<file path="config.mk">
export PLATFORM = sky130hd
export DESIGN_NAME = sync_fifo_ctlr
export DESIGN_NICKNAME = d
export VERILOG_FILES = /design/src/rtl/sync_fifo_ctlr.sv
export SDC_FILE = /design/constraint.sdc
export NUM_CORES = 1
export LEC_CHECK = 0
export CAP_MARGIN = 5
export CORE_MARGIN = 3
export CORE_UTILIZATION = 40
export CTS_CLUSTER_SIZE = 40
export DETAILED_ROUTE_END_ITERATION = 8
export PLACE_DENSITY_LB_ADDON = 0.2
export RECOVER_POWER = 100
export SLEW_MARGIN = 20
export SYNTH_ARGS = -nofsm -noshare
export SYNTH_HDL_FRONTEND = slang
export SYNTH_SLANG_ARGS = --single-unit
</file>
<file path="constraint.sdc">
create_clock -name i_clk -period 5.9 [get_ports i_clk]
set_clock_uncertainty 0.05 [all_clocks]
set_input_delay 1.18 -clock i_clk [delete_from_list [all_inputs] [get_ports i_clk]]
set_output_delay 1.18 -clock i_clk [all_outputs]
set_load 0.02 [all_outputs]
</file>
<file path="src/rtl/sync_fifo_ctlr.sv">
// sync_fifo_ctlr
// Pointer, occupancy and status controller for a single-clock FIFO built
// around an external RAM. The RAM data path is not part of this block; only
// the enables and addresses are produced here, so read latency is whatever
// the RAM provides.
//
// Optional feature: define SYNC_FIFO_WMARK_EN to build the peak-occupancy
// watermark register. Without it o_wmark is tied to zero.
//
// Parameters
//   PTR_WIDTH    RAM address width, DEPTH = 2**PTR_WIDTH entries
//   LVL_WIDTH    width of level / threshold / watermark values (PTR_WIDTH+1)
// Ports
//   i_clk         single clock, rising edge
//   i_rst_n       synchronous active-low reset
//   i_push/i_pop  write / read requests
//   i_afull_lvl   almost-full threshold  (o_afull  = level >= threshold)
//   i_aempty_lvl  almost-empty threshold (o_aempty = level <= threshold)
//   i_clr_err     clears sticky error flags, reloads watermark
//   o_wren/o_wptr RAM write enable / address
//   o_rden/o_rptr RAM read enable / address
//   o_full/o_empty, o_afull/o_aempty  status
//   o_level       occupancy 0..DEPTH
//   o_ovf/o_udf   sticky overflow / underflow
//   o_wmark       peak occupancy since reset or last clear
module sync_fifo_ctlr #(
  parameter int PTR_WIDTH = 4,
  parameter int LVL_WIDTH = PTR_WIDTH + 1
) (
  input  logic                 i_clk,
  input  logic                 i_rst_n,
  input  logic                 i_push,
  input  logic                 i_pop,
  input  logic [LVL_WIDTH-1:0] i_afull_lvl,
  input  logic [LVL_WIDTH-1:0] i_aempty_lvl,
  input  logic                 i_clr_err,
  output logic                 o_wren,
  output logic [PTR_WIDTH-1:0] o_wptr,
  output logic                 o_rden,
  output logic [PTR_WIDTH-1:0] o_rptr,
  output logic                 o_full,
  output logic                 o_empty,
  output logic                 o_afull,
  output logic                 o_aempty,
  output logic [LVL_WIDTH-1:0] o_level,
  output logic                 o_ovf,
  output logic                 o_udf,
  output logic [LVL_WIDTH-1:0] o_wmark
);

  localparam int DEPTH = 1 << PTR_WIDTH;
  localparam logic [LVL_WIDTH-1:0] LVL_FULL = LVL_WIDTH'(DEPTH);

  logic [PTR_WIDTH-1:0] wptr;
  logic [PTR_WIDTH-1:0] rptr;
  logic [LVL_WIDTH-1:0] level;
  logic [LVL_WIDTH-1:0] level_nxt;
  logic                 ovf;
  logic                 udf;

  // Status comes from the registered level only, so a push into a full FIFO
  // is rejected even if a pop is accepted in the same cycle.
  assign o_full  = (level == LVL_FULL);
  assign o_empty = (level == '0);

  // Enables are gated by reset so nothing reaches the RAM while in reset.
  assign o_wren = i_rst_n & i_push & ~o_full;
  assign o_rden = i_rst_n & i_pop  & ~o_empty;

  assign o_afull  = (level >= i_afull_lvl);
  assign o_aempty = (level <= i_aempty_lvl);

  assign o_wptr  = wptr;
  assign o_rptr  = rptr;
  assign o_level = level;
  assign o_ovf   = ovf;
  assign o_udf   = udf;

  // Level changes only when exactly one side is accepted.
  always_comb begin
    level_nxt = level;
    case ({o_wren, o_rden})
      2'b10:   level_nxt = level + LVL_WIDTH'(1);
      2'b01:   level_nxt = level - LVL_WIDTH'(1);
      default: level_nxt = level;
    endcase
  end

  // Pointers wrap naturally at DEPTH because they are PTR_WIDTH bits wide.
  // A new error event wins over a clear in the same cycle.
  always_ff @(posedge i_clk) begin
    if (!i_rst_n) begin
      wptr  <= '0;
      rptr  <= '0;
      level <= '0;
      ovf   <= 1'b0;
      udf   <= 1'b0;
    end else begin
      if (o_wren) wptr <= wptr + PTR_WIDTH'(1);
      if (o_rden) rptr <= rptr + PTR_WIDTH'(1);
      level <= level_nxt;
      ovf   <= (i_push & o_full)  | (ovf & ~i_clr_err);
      udf   <= (i_pop  & o_empty) | (udf & ~i_clr_err);
    end
  end

`ifdef SYNC_FIFO_WMARK_EN
  logic [LVL_WIDTH-1:0] wmark;

  // A clear restarts peak tracking from the occupancy at the time of the
  // clear rather than from zero.
  always_ff @(posedge i_clk) begin
    if (!i_rst_n) begin
      wmark <= '0;
    end else if (i_clr_err) begin
      wmark <= level;
    end else if (level_nxt > wmark) begin
      wmark <= level_nxt;
    end
  end

  assign o_wmark = wmark;
`else
  assign o_wmark = '0;
`endif

endmodule

</file>
# Yosys cells after proc, flatten, opt, wreduce, memory -nomap -nowiden
# Index checks and enable logic that the tools add are counted.
dict set report totals {
  ff_bits 15
  in_bits 15
  word_cells 30
}
dict set report classes {
  add_sub_neg 4
  order_cmp 2
  eq_ne 3
  mux 1
  n_bitwise 13
  reduce_logical 2
}
# operator count
set ops {}
lappend ops {{one-hot mux 5 bit (2 select lines)} 1}
lappend ops {{adder 4 x 1 -> 4 bit (second input constant)} 2}
lappend ops {{AND 1 bit} 8}
lappend ops {{adder 5 x 1 -> 5 bit (second input constant)} 1}
lappend ops {{== test 5 bit (second input constant)} 1}
lappend ops {{>= comparator 5 bit} 1}
lappend ops {{<= comparator 5 bit} 1}
lappend ops {{logical NOT 5 bit} 1}
lappend ops {{subtractor 5 x 1 -> 5 bit (second input constant)} 1}
lappend ops {{NOT 1 bit} 3}
lappend ops {{== test 2 x 1 -> 1 bit (second input constant)} 1}
lappend ops {{== test 2 bit (second input constant)} 1}
lappend ops {{bitwise OR 1 bit} 2}
lappend ops {{nonzero test 2 bit} 1}

# Longest topological paths before layout
dict set report logic_depth {
  ltp_word 5
  depth_mapped 10
  depth_no_buf 10
}

# Worst setup path after synthesis
# No wires, ideal clock.
dict set report synth_timing {
  kind {input to register}
  startpoint {input port i_rst_n}
  endpoint {register level[4], in the netlist o_level[4]}
  setup_ns 0.072
  arrival_ns 3.232
  required_time_ns 5.778
  slack_ns 2.547
  cell_stages 10
  path_cell_list {inv_1 clkbuf_1 nor2_1 ha_1 inv_1 fa_1 nand2b_1 a21oi_1 mux2i_1 mux2i_1}
}
dict set report synth_via {
  elab_chain_cells 4
  elab_cells_between_ends 8
}
# element line_no
set synth_rtl {}
lappend synth_rtl {{start, declared} 31} ;# input logic i_rst_n,
lappend synth_rtl {{AND 1 bit * (2 in series)} 68} ;# assign o_rden = i_rst_n & i_pop & ~o_empty;
lappend synth_rtl {{via o_rden} 39} ;# output logic o_rden,
lappend synth_rtl {{== test 2 x 1 -> 1 bit / == test 2 bit (equally long branches)} 82} ;# case ({o_wren, o_rden})
lappend synth_rtl {{one-hot mux 5 bit (2 select lines) / nonzero test 2 bit (equally long branches)} --}
lappend synth_rtl {{end signal, assigned} 101} ;# level <= level_nxt;
lappend synth_rtl {{end, declared} 56} ;# logic [LVL_WIDTH-1:0] level;
# Mark *: on every way through the listed nets, which the timed path passes. The rest lies on a longest branch.
# A chain may end at the register's enable or synchronous reset.

# Worst setup path in the final report
dict set report layout_timing {
  startpoint {input port i_aempty_lvl[1]}
  endpoint {output port o_aempty}
}
dict set report layout_via {
  elab_chain_cells 1
}
# element line_no
set layout_rtl {}
lappend layout_rtl {{start, declared} 35} ;# input logic [LVL_WIDTH-1:0] i_aempty_lvl,
lappend layout_rtl {{<= comparator 5 bit} 71} ;# assign o_aempty = (level <= i_aempty_lvl);
lappend layout_rtl {{end, declared} 44} ;# output logic o_aempty,
# Every way passes these cells.

==> run_summary.xml <==
<?xml version="1.0" encoding="UTF-8"?>
<metrics>
  <group name="clock_tree">
    <metric name="clock_tree.buffer_depth" unit="">2</metric>
    <metric name="inserted_clock_buffers" unit="">3</metric>
    <metric name="post-cts-setup-buffers" unit="">0</metric>
    <metric name="clock_sink_count" unit="">15</metric>
    <metric name="ctsResizeCount" unit="">0</metric>
    <metric name="clock_tree.htree_level_count" unit="">1</metric>
    <metric name="cts_root_buffer" unit="">sky130_fd_sc_hd__clkbuf_4</metric>
    <metric name="cts_tree" unit="">done</metric>
    <metric name="clk_latency" unit="ns">0.28</metric>
    <metric name="worst_setup_hold_path_clk_slew" unit="ns">0.09</metric>
    <metric name="cts_hold_repair.buffers" unit="">0</metric>
  </group>
  <group name="die">
    <metric name="core_area" unit="mm^2">0.00252</metric>
    <metric name="width_of_the_chip" unit="um">57.8</metric>
    <metric name="rows" unit="">18</metric>
    <metric name="full_die_area" unit="mm^2">0.00334</metric>
    <metric name="die_height" unit="um">57.8</metric>
    <metric name="boundaryPins" unit="">41</metric>
    <metric name="initial_core_util" unit="">0.426</metric>
  </group>
  <group name="synth">
    <metric name="synth_area_leader_cell" unit="">sky130_fd_sc_hd__dfxtp_1</metric>
    <metric name="synth_top_cell_area_share" unit="">0.279</metric>
    <metric name="syn_area_per_cell" unit="um^2">8.27</metric>
    <metric name="yosys-top-cells-area" unit="">sky130_fd_sc_hd__dfxtp_1 28%, sky130_fd_sc_hd__ha_1 19%, sky130_fd_sc_hd__nor2_1 7.3%</metric>
    <metric name="synthesized_area" unit="mm^2">0.00107</metric>
    <metric name="yosys_synthesis_warning_count" unit="">0</metric>
    <metric name="synth.ff_latch_count" unit="">15</metric>
    <metric name="synth_sequential_area_ratio" unit="">0.279</metric>
    <metric name="synth.distinct_cells" unit="">31</metric>
    <metric name="synthCells" unit="">130</metric>
  </group>
  <group name="outcome">
    <metric name="run_status" unit="">complete, no violations</metric>
  </group>
  <group name="detailed_routing">
    <metric name="drt_pre_antenna_iters" unit="">4</metric>
    <metric name="ant_nets" unit="">0</metric>
    <metric name="routed_wire_length_per_instance" unit="um">11.8</metric>
    <metric name="routed_wirelength" unit="mm">2.31</metric>
    <metric name="drt_iter0_drc" unit="">18</metric>
    <metric name="vias_per_cell" unit="">4.96</metric>
    <metric name="detailroute.via_count" unit="">968</metric>
    <metric name="drc" unit="">0</metric>
  </group>
  <group name="timing">
    <metric name="fmax" unit="MHz">227</metric>
    <metric name="grt_setup_unrepaired" unit="">no</metric>
    <metric name="post-route-min-period" unit="ns">4.41</metric>
    <metric name="hold_viol_final" unit="">0</metric>
    <metric name="timing.final.setup_violations" unit="">0</metric>
    <metric name="tns" unit="ns">0</metric>
    <metric name="finalHoldWorstSlack" unit="ns">0.472</metric>
    <metric name="finalMaxSlewViolations" unit="">0</metric>
    <metric name="fin_crit_sh" unit="">0.748</metric>
    <metric name="worst_slew_pin_slew" unit="ns">0.520</metric>
    <metric name="slew-limit-headroom" unit="">0.650</metric>
  </group>
  <group name="setup_path">
    <metric name="setup.worst_path.end_class" unit="">primary output</metric>
    <metric name="timing.reg2reg.setup_slack" unit="ns">2.95</metric>
    <metric name="r2r_start" unit="">o_level[2]</metric>
    <metric name="worstSetupEndpoint" unit="">o_aempty</metric>
    <metric name="path_class" unit="">in2out</metric>
    <metric name="critPathLaunchType" unit="">primary input</metric>
    <metric name="ff2ff_path_depth" unit="">10</metric>
    <metric name="cp_data_required_time" unit="ns">4.67</metric>
    <metric name="worst-endpoint-arrival" unit="ns">3.18</metric>
    <metric name="cp-startpoint" unit="">i_aempty_lvl[1]</metric>
    <metric name="r2r-end" unit="">o_level[4]</metric>
    <metric name="critical_path.max_fanout" unit="">2</metric>
  </group>
  <group name="final_layout">
    <metric name="antenna_cells_inserted" unit="">0</metric>
    <metric name="mostFrequentLayoutCells" unit="">24 x sky130_fd_sc_hd__dlygate4sd3_1, 21 x sky130_fd_sc_hd__nor2_1, 16 x sky130_fd_sc_hd__inv_1, 16 x sky130_fd_sc_hd__ha_1, 15 x sky130_fd_sc_hd__dfxtp_1</metric>
    <metric name="stdcell_area" unit="mm^2">0.00145</metric>
    <metric name="layout-drive-gt1-share" unit="">0.0303</metric>
    <metric name="non_filler_cells_final" unit="">195</metric>
    <metric name="layout-area-overhead-vs-synth" unit="%">35.3</metric>
    <metric name="layout_commonest_cell" unit="">sky130_fd_sc_hd__dlygate4sd3_1</metric>
    <metric name="final_nets" unit="">198</metric>
    <metric name="fill_cells" unit="">251</metric>
  </group>
  <group name="placed_design">
    <metric name="placed_cell_area" unit="mm^2">0.00143</metric>
    <metric name="port-buffer-count" unit="">35</metric>
    <metric name="gpl_congestion" unit="">0.680</metric>
    <metric name="placed_cells" unit="">191</metric>
    <metric name="dp_hpwl" unit="mm">1.81</metric>
  </group>
  <group name="global_routing">
    <metric name="pin_count_of_the_biggest_net_entering_global_routing" unit="">15</metric>
    <metric name="gr_ovfl_total" unit="">0</metric>
    <metric name="antenna_found_initial" unit="">0</metric>
    <metric name="vias_in_the_first_global_route" unit="">901</metric>
    <metric name="first_pass_grt_wire_length" unit="mm">4.04</metric>
    <metric name="grt_util_all_layers" unit="">0.155</metric>
  </group>
  <group name="hold_path">
    <metric name="worstHoldPathType" unit="">reg2reg</metric>
  </group>
  <group name="pwr">
    <metric name="power-per-cell-area" unit="mW/mm^2">202</metric>
    <metric name="power_leakage" unit="nW">0.724</metric>
    <metric name="worst_ir_drop_on_vdd" unit="mV">0.167</metric>
    <metric name="finalPower" unit="uW">294</metric>
  </group>
  <group name="run">
    <metric name="drv.max_cap_violation_count" unit="">0</metric>
  </group>
</metrics>
[how the worst min path moves through the flow]
stage | start | to | slack [ns] | cells after the start
CTS | o_wptr[3] | o_wptr[3] | 0.48 | 2
global route | o_ovf | o_ovf | 0.52 | 2
finish | o_ovf | o_ovf | 0.47 | 2
detailed placement | o_ovf | o_ovf | 0.46 | 2
floorplan | o_wptr[3] | o_wptr[3] | 0.56 | 2
global placement | o_udf | o_udf | 0.45 | 2
[synth_stat cells (all sizes together)]
library cell	n
a211oi	2
a21o	3
a21oi	7
a22oi	2
and2	1
buf	6
clkbuf	2
conb	1
dfxtp	15
fa	1
ha	16
inv	16
mux2i	4
nand2	4
nand2b	3
nand3	5
nand4b	1
nor2	21
nor2b	1
nor3	1
nor4	1
o211ai	1
o21a	3
o21ai	3
o22ai	1
or4	2
xnor2	3
xor2	4
[final cells by class]
cell class | instances | area, um^2 | area share
Clock buffer | 4 | 26.3 | 0.0181
Inverter | 16 | 60.1 | 0.0413
Multi-Input combinational cell | 95 | 679 | 0.467
Sequential cell | 15 | 300 | 0.207
Tap cell | 30 | 37.5 | 0.0258
Timing Repair Buffer | 35 | 350 | 0.241
[where the power goes]
group / total [mW] / internal [mW] / switching [mW]
Clock: 0.0593 / 0.0263 / 0.0330
Sequential: 0.120 / 0.109 / 0.0112
Combinational: 0.114 / 0.0531 / 0.0611
Total: 0.294 / 0.188 / 0.105
[state kept, by name, summed over array words and instances, names as in the netlist]
register	count
o_ovf	1
o_level	5
o_rptr	4
o_udf	1
o_wptr	4
[per-stage QoR]
| stage | util | worst slack, ns |
|---|---|---|
| after floorplan | - | 2.55 |
| after global placement | 0.566 | 1.58 |
| after detailed placement | 0.566 | 1.55 |
| after CTS | 0.576 | 1.54 |
| after global routing | 0.576 | 1.41 |
| final | 0.576 | 1.49 |
[per-layer routing]
layer	GRT usage	up-vias	wire length, um
met5	0	-	0
met4	0.0397	0	24
met3	0.0557	4	151
met2	0.260	26	1140
met1	0.189	439	994
li1	-	499	-
[cell families (layout without fill, tap and decap cells)]
| family | after synthesis | in the layout | synth area share |
|---|---|---|---|
| xor gates and xnor gates | 7 | 7 | 0.0570 |
| buffers and inverters | 24 | 55 | 0.102 |
| and+or+nand+nor | 40 | 40 | 0.176 |
| DFF | 15 | 15 | 0.279 |
| AOI/OAI and AO/OA | 22 | 22 | 0.140 |
| adders and majority gates | 17 | 17 | 0.205 |
| muxes | 4 | 4 | 0.0373 |
| other | 1 | 5 | 0.00349 |
[critical path: stages]
cell                              delay [ns]
sky130_fd_sc_hd__clkdlybuf4s50_1        0.46
sky130_fd_sc_hd__inv_1                  0.04
sky130_fd_sc_hd__ha_1                   0.29
sky130_fd_sc_hd__nor2b_1                0.14
sky130_fd_sc_hd__o21a_1                 0.16
sky130_fd_sc_hd__o21ai_0                0.14
sky130_fd_sc_hd__a21o_1                 0.12
sky130_fd_sc_hd__dlygate4sd3_1          0.66
Power figures use the tool's default switching activity.
==> RTL change 1 (same settings) <==
Put one more register stage on the output `o_level`. The value now appears one clock later. The other outputs are not delayed to match.
--- a/src/rtl/sync_fifo_ctlr.sv
+++ b/src/rtl/sync_fifo_ctlr.sv
@@ -72,7 +72,9 @@
 
   assign o_wptr  = wptr;
   assign o_rptr  = rptr;
-  assign o_level = level;
+  always_ff @(posedge i_clk) begin
+    o_level <= level;
+  end
   assign o_ovf   = ovf;
   assign o_udf   = udf;
 
Behaviour: not the same (Yosys sat finds a counterexample within 4 cycles, from zero or initial values and one cycle with i_rst_n low).
==> RTL change 1 against the unedited design <==
Via count is 2.0% higher; count of clock-buffer cells in the layout fell by 1; final area increased by 8.8%; area after synthesis grew 9.3%; worst setup slack lost 0.024 ns; sequential cell count rose by 5; wire length up 5.2%; total power is 32% higher.
==> RTL change 1: results (changes against the unedited design) <==
• **endpoint of the most critical register-to-register path** level[4]
• **sum of net half-perimeters after detailed placement** 1940 µm, +7.4%
• **hold endpoint** o_level[0]
• **detailed-route wire length on metal 1** 1040 µm, +4.3%
• **Placeable Area** 0.00278 mm², +10%
• **Vias per Instance** 4.91, -1.1%
• **via count of the first global-routing pass** 973, +8.0%
• **GR Layer Usage met1** 0.165, -0.0239
• **wire length reported by the detailed router** 2430 µm, +5.2%
• **Sequential cell area** 400 µm², +33%
• **global placement routability congestion** 0.689, +1.3%
• **worst reg2reg path startpoint** level[2]
• **depth of the worst register-to-register path** 10, unchanged
• **worst min path class** flip-flop to flip-flop
• **violation count after the first detailed-route iteration** 6, -12
• **number of register bits inferred by synthesis** 20, +5
• **length of routed met2 wiring** 1270 µm, +12%
• **later-pin clock latency in the skew report** 0.30 ns, +0.02 ns
• **global routing usage on met2** 0.272, +0.0119
• **ClkCell Share** 0.0332, +0.0152
• **fraction of standard cell area in multi-input logic** 0.430, -0.0377
• **total routing usage reported by global routing** 0.147, -0.00831
• **cell with the largest stage delay on the worst path** sky130_fd_sc_hd__dlygate4sd3_1
• **clock root buffer master** sky130_fd_sc_hd__clkbuf_4
• **number of H-tree branching levels** 1, unchanged
• **fraction of cell area in non-clock buffers** 0.222, -0.0194
• **Async S/R FF share, synth** 0, unchanged
• **worst setup path start** i_aempty_lvl[1]
• **Filler cells** 265, +5.6%
• **dominant register cell in the synthesized netlist** sky130_fd_sc_hd__dfxtp_1
• **Final nets** 203, +2.5%
• **number of library cell types mapped by synthesis** 31, unchanged
• **LEAKAGE** 0.000777 µW, +7.4%
• **met3 routed wirelength** 108 µm, -28%
• **first-pass detailed-route iteration total** 2, -2
• **grt peak-use layer** met2
• **status** finished, final reports clean
• **number of multi-input combinational cells in the layout** 95, unchanged
• **number of buffers added on ports** 35, unchanged
• **largest delay contributor family on the critical path** buffers and inverters
• **leading cell types by count after synthesis** sky130_fd_sc_hd__nor2_1, sky130_fd_sc_hd__dfxtp_1, sky130_fd_sc_hd__ha_1, sky130_fd_sc_hd__inv_1, sky130_fd_sc_hd__a21oi_1
• **cell internal pwr** 268 µW, +42%
• **Worst R2R Setup Slack** 2.93 ns, -0.02 ns
• **Worst IR Drop VDD** 319 µV, +91%
• **Hold Crit Depth** 0, -2
• **number of buffers inserted during clock tree synthesis** 3, unchanged
• **cell types with the largest area share after synthesis** sky130_fd_sc_hd__dfxtp_1, sky130_fd_sc_hd__ha_1, sky130_fd_sc_hd__nor2_1
• **Slew @ Worst Pin** 0.543 ns, +0.0224 ns
• **sequential-to-total area share from yosys stat** 0.341, +0.0614
• **clock input transition at the sequential cells of the worst setup and hold paths** 0.12 ns, +0.03 ns
• **HP Start** level[0]
• **first-pass GRT wire length** 4060 µm, +0.52%
• **met3 Track Usage GR** 0.0432, -0.0125
• **Data arrival, critical path** 3.21 ns, +0.03 ns
• **ratio of cells with drive above 1 in the final layout** 0.0353, +0.00499
• **Worst Setup EP** o_aempty
• **largest net degree at the start of global routing** 15, unchanged
RTL change 1: cell types whose count changed after synthesis, sizes merged:
| cell | delta |
|---|---|
| dfxtp | +5 |
RTL change 1: cell families after synthesis:
group	count (synthesis)	share of synthesized area
AOI/OAI and AO/OA	22	0.128
xor gates and xnor gates	7	0.0522
adders and majority gates	17	0.187
buffers and inverters	24	0.0937
DFF	20	0.341
muxes	4	0.0341
other	1	0.00319
and+or+nand+nor	40	0.161
RTL change 1: metrics by stage:
stage	setup slack (ns)	instance area [µm²]	power, µW	std cells	hold slack [ns]
finish	1.46	1580	386	201	0.397
global route	1.36	1580	408	201	0.425
CTS	1.52	1580	396	201	0.398
detailed placement	1.52	1530	282	197	0.382
global placement	1.59	1530	278	197	0.386
floorplan	2.55	1190	236	139	0.318
RTL change 1: power groups by stage:
stage	logic, µW	clock network, µW	registers [µW]
finish	115	114	158
global route	128	120	160
floorplan	68.5	0	168
global placement	117	0	161
CTS	121	116	159
detailed placement	121	0	162
==> RTL change 2 (same flow settings) <==
Made on the original files. The parameter `PTR_WIDTH` goes from 4 to 3.
--- a/src/rtl/sync_fifo_ctlr.sv
+++ b/src/rtl/sync_fifo_ctlr.sv
@@ -24,7 +24,7 @@
 //   o_ovf/o_udf   sticky overflow / underflow
 //   o_wmark       peak occupancy since reset or last clear
 module sync_fifo_ctlr #(
-  parameter int PTR_WIDTH = 4,
+  parameter int PTR_WIDTH = 3,
   parameter int LVL_WIDTH = PTR_WIDTH + 1
 ) (
   input  logic                 i_clk,
Interface: changed (6 resized); port bits go from 41 to 35. No check against the original RTL was run, so the function may have changed too.
==> RTL change 2 against the unedited design <==
Sequential power is 20% lower; critical path depth stayed put; area after synthesis is 20% lower; synthesized cell count is 25% lower; fmax is 1.0% lower; count of clock-buffer cells in the layout stayed put; wire length is 28% lower; worst setup slack worse by 0.046 ns; critical path type unchanged; critical endpoint unchanged; register-to-register slack better by 0.35 ns; final area is 17% lower; total power is 13% lower; sequential cell count is 3 lower; via count is 23% lower; core utilization is 2.8 points higher.
==> RTL change 2: results (changes against the unedited design) <==
• **depth of the worst register-to-register path** 8, -2
• **antenna violations before repair** 0, unchanged
• **HP Start** o_rptr[1]
• **sum of net half-perimeters after detailed placement** 1310 µm, -28%
• **Sequential cell area** 240 µm², -20%
• **area post-placement** 0.00117 mm², -18%
• **Worst R2R Setup Slack** 3.30 ns, +0.35 ns
• **bufs w/o clock** 30, -14%
• **number of buffers added on ports** 30, -14%
• **routed length per placed instance** 10.6 µm, -10%
• **first-pass detailed-route iteration total** 2, -2
• **first-pass GRT wire length** 2910 µm, -28%
• **endpoint of the most critical register-to-register path** o_level[3]
• **uppermost layer routed** met4
• **placed insts** 153, -20%
• **Data arrival, critical path** 3.23 ns, +0.05 ns
• **number of library cell types mapped by synthesis** 28, -9.7%
• **Post-Place Setup Slack** 1.48 ns, -0.0671 ns
• **total routing usage reported by global routing** 0.142, -0.0137
• **sequential-to-total area share from yosys stat** 0.279, -0.000730
• **met3 routed wirelength** 97 µm, -36%
• **detailed-route wire length on metal 1** 738 µm, -26%
• **number of standard cells after synthesis** 98, -25%
• **via count of the first global-routing pass** 691, -23%
• **number of sinks handled by clock tree synthesis** 12, -3
• **Vias per Instance** 4.73, -4.7%
• **Worst IR Drop VDD** 165 µV, -1.2%
• **largest net degree at the start of global routing** 16, +1
• **number of flip-flops in the largest register** 4, -1
• **violation count after the first detailed-route iteration** 3, -15
• **Non-Clock Inverter Count** 12, -4
• **worst setup path start** i_aempty_lvl[1]
• **cell types with the largest area share after synthesis** sky130_fd_sc_hd__dfxtp_1, sky130_fd_sc_hd__ha_1, sky130_fd_sc_hd__inv_1
• **min cycle time layout** 4.46 ns, +0.0464 ns
• **hold endpoint** o_rptr[1]
• **ratio of total power to cell area** 211 mW/mm², +4.6%
• **leading cell types by count after synthesis** sky130_fd_sc_hd__ha_1, sky130_fd_sc_hd__dfxtp_1, sky130_fd_sc_hd__inv_1, sky130_fd_sc_hd__and2_1, sky130_fd_sc_hd__nand2_1
• **Hold Crit Depth** 2, unchanged
• **area growth from synthesis to final layout** 40.3%
• **clock input transition at the sequential cells of the worst setup and hold paths** 0.07 ns, -0.02 ns
• **yosys warns** 0, unchanged
• **final worst hold slack** 0.444 ns, -0.0278 ns
• **global placement routability congestion** 0.706, +3.7%
• **ratio of cells with drive above 1 in the final layout** 0.0769, +0.0466
• **end-of-flow core utilization** 0.604, +0.0280
• **number of multi-input combinational cells in the layout** 72, -24%
• **ClkCell Share** 0.0300, +0.0119
• **length of routed met2 wiring** 816 µm, -28%
• **Filler cells** 190, -24%
• **status** finished, final reports clean
• **LEAKAGE** 0.000612 µW, -15%
-- RTL change 2: cell count changes after synthesis, moves of 3 or more --
cell and change:
sky130_fd_sc_hd__nor2_1 -19, sky130_fd_sc_hd__and2_1 +6, sky130_fd_sc_hd__a21oi_1 -4, sky130_fd_sc_hd__inv_1 -4, sky130_fd_sc_hd__nor2b_1 +4, sky130_fd_sc_hd__dfxtp_1 -3, sky130_fd_sc_hd__ha_1 -3, sky130_fd_sc_hd__xor2_1 -3
-- RTL change 2: power breakdown --
part	leakage (µW)	switching, µW	internal, µW
clock network	0.0000210	27.0	37.5
registers	0.0000978	8.08	87.9
logic	0.000493	47.9	47.4
total	0.000612	83.0	173
-- RTL change 2: per-layer routing --
metal | global-route usage | vias up
met5 | 0 | -
met4 | 0.0383 | 0
met3 | 0.0541 | 2
met2 | 0.248 | 18
met1 | 0.158 | 343
li1 | - | 380
-- RTL change 2: critical path: stages --
cell,delay [ns]
sky130_fd_sc_hd__clkdlybuf4s50_1,0.45
sky130_fd_sc_hd__inv_1,0.04
sky130_fd_sc_hd__ha_1,0.30
sky130_fd_sc_hd__nor2b_1,0.13
sky130_fd_sc_hd__o21a_1,0.16
sky130_fd_sc_hd__o21a_1,0.15
sky130_fd_sc_hd__o21ai_0,0.13
sky130_fd_sc_hd__dlygate4sd3_1,0.69
-- RTL change 2: cells by family (layout without fill, tap and decap cells) --
kind of cell             Yosys count  after routing  synth area share
AO/OA/AOI/OAI                     14             14             0.106
XOR/XNOR                           6              6            0.0610
adder cells (fa/ha/maj)           14             14             0.212
buffers and inverters             17             46            0.0914
flip-flops                        12             12             0.279
multiplexers                       2              2            0.0232
other                              1              4           0.00435
AND/OR/NAND/NOR                   32             32             0.224
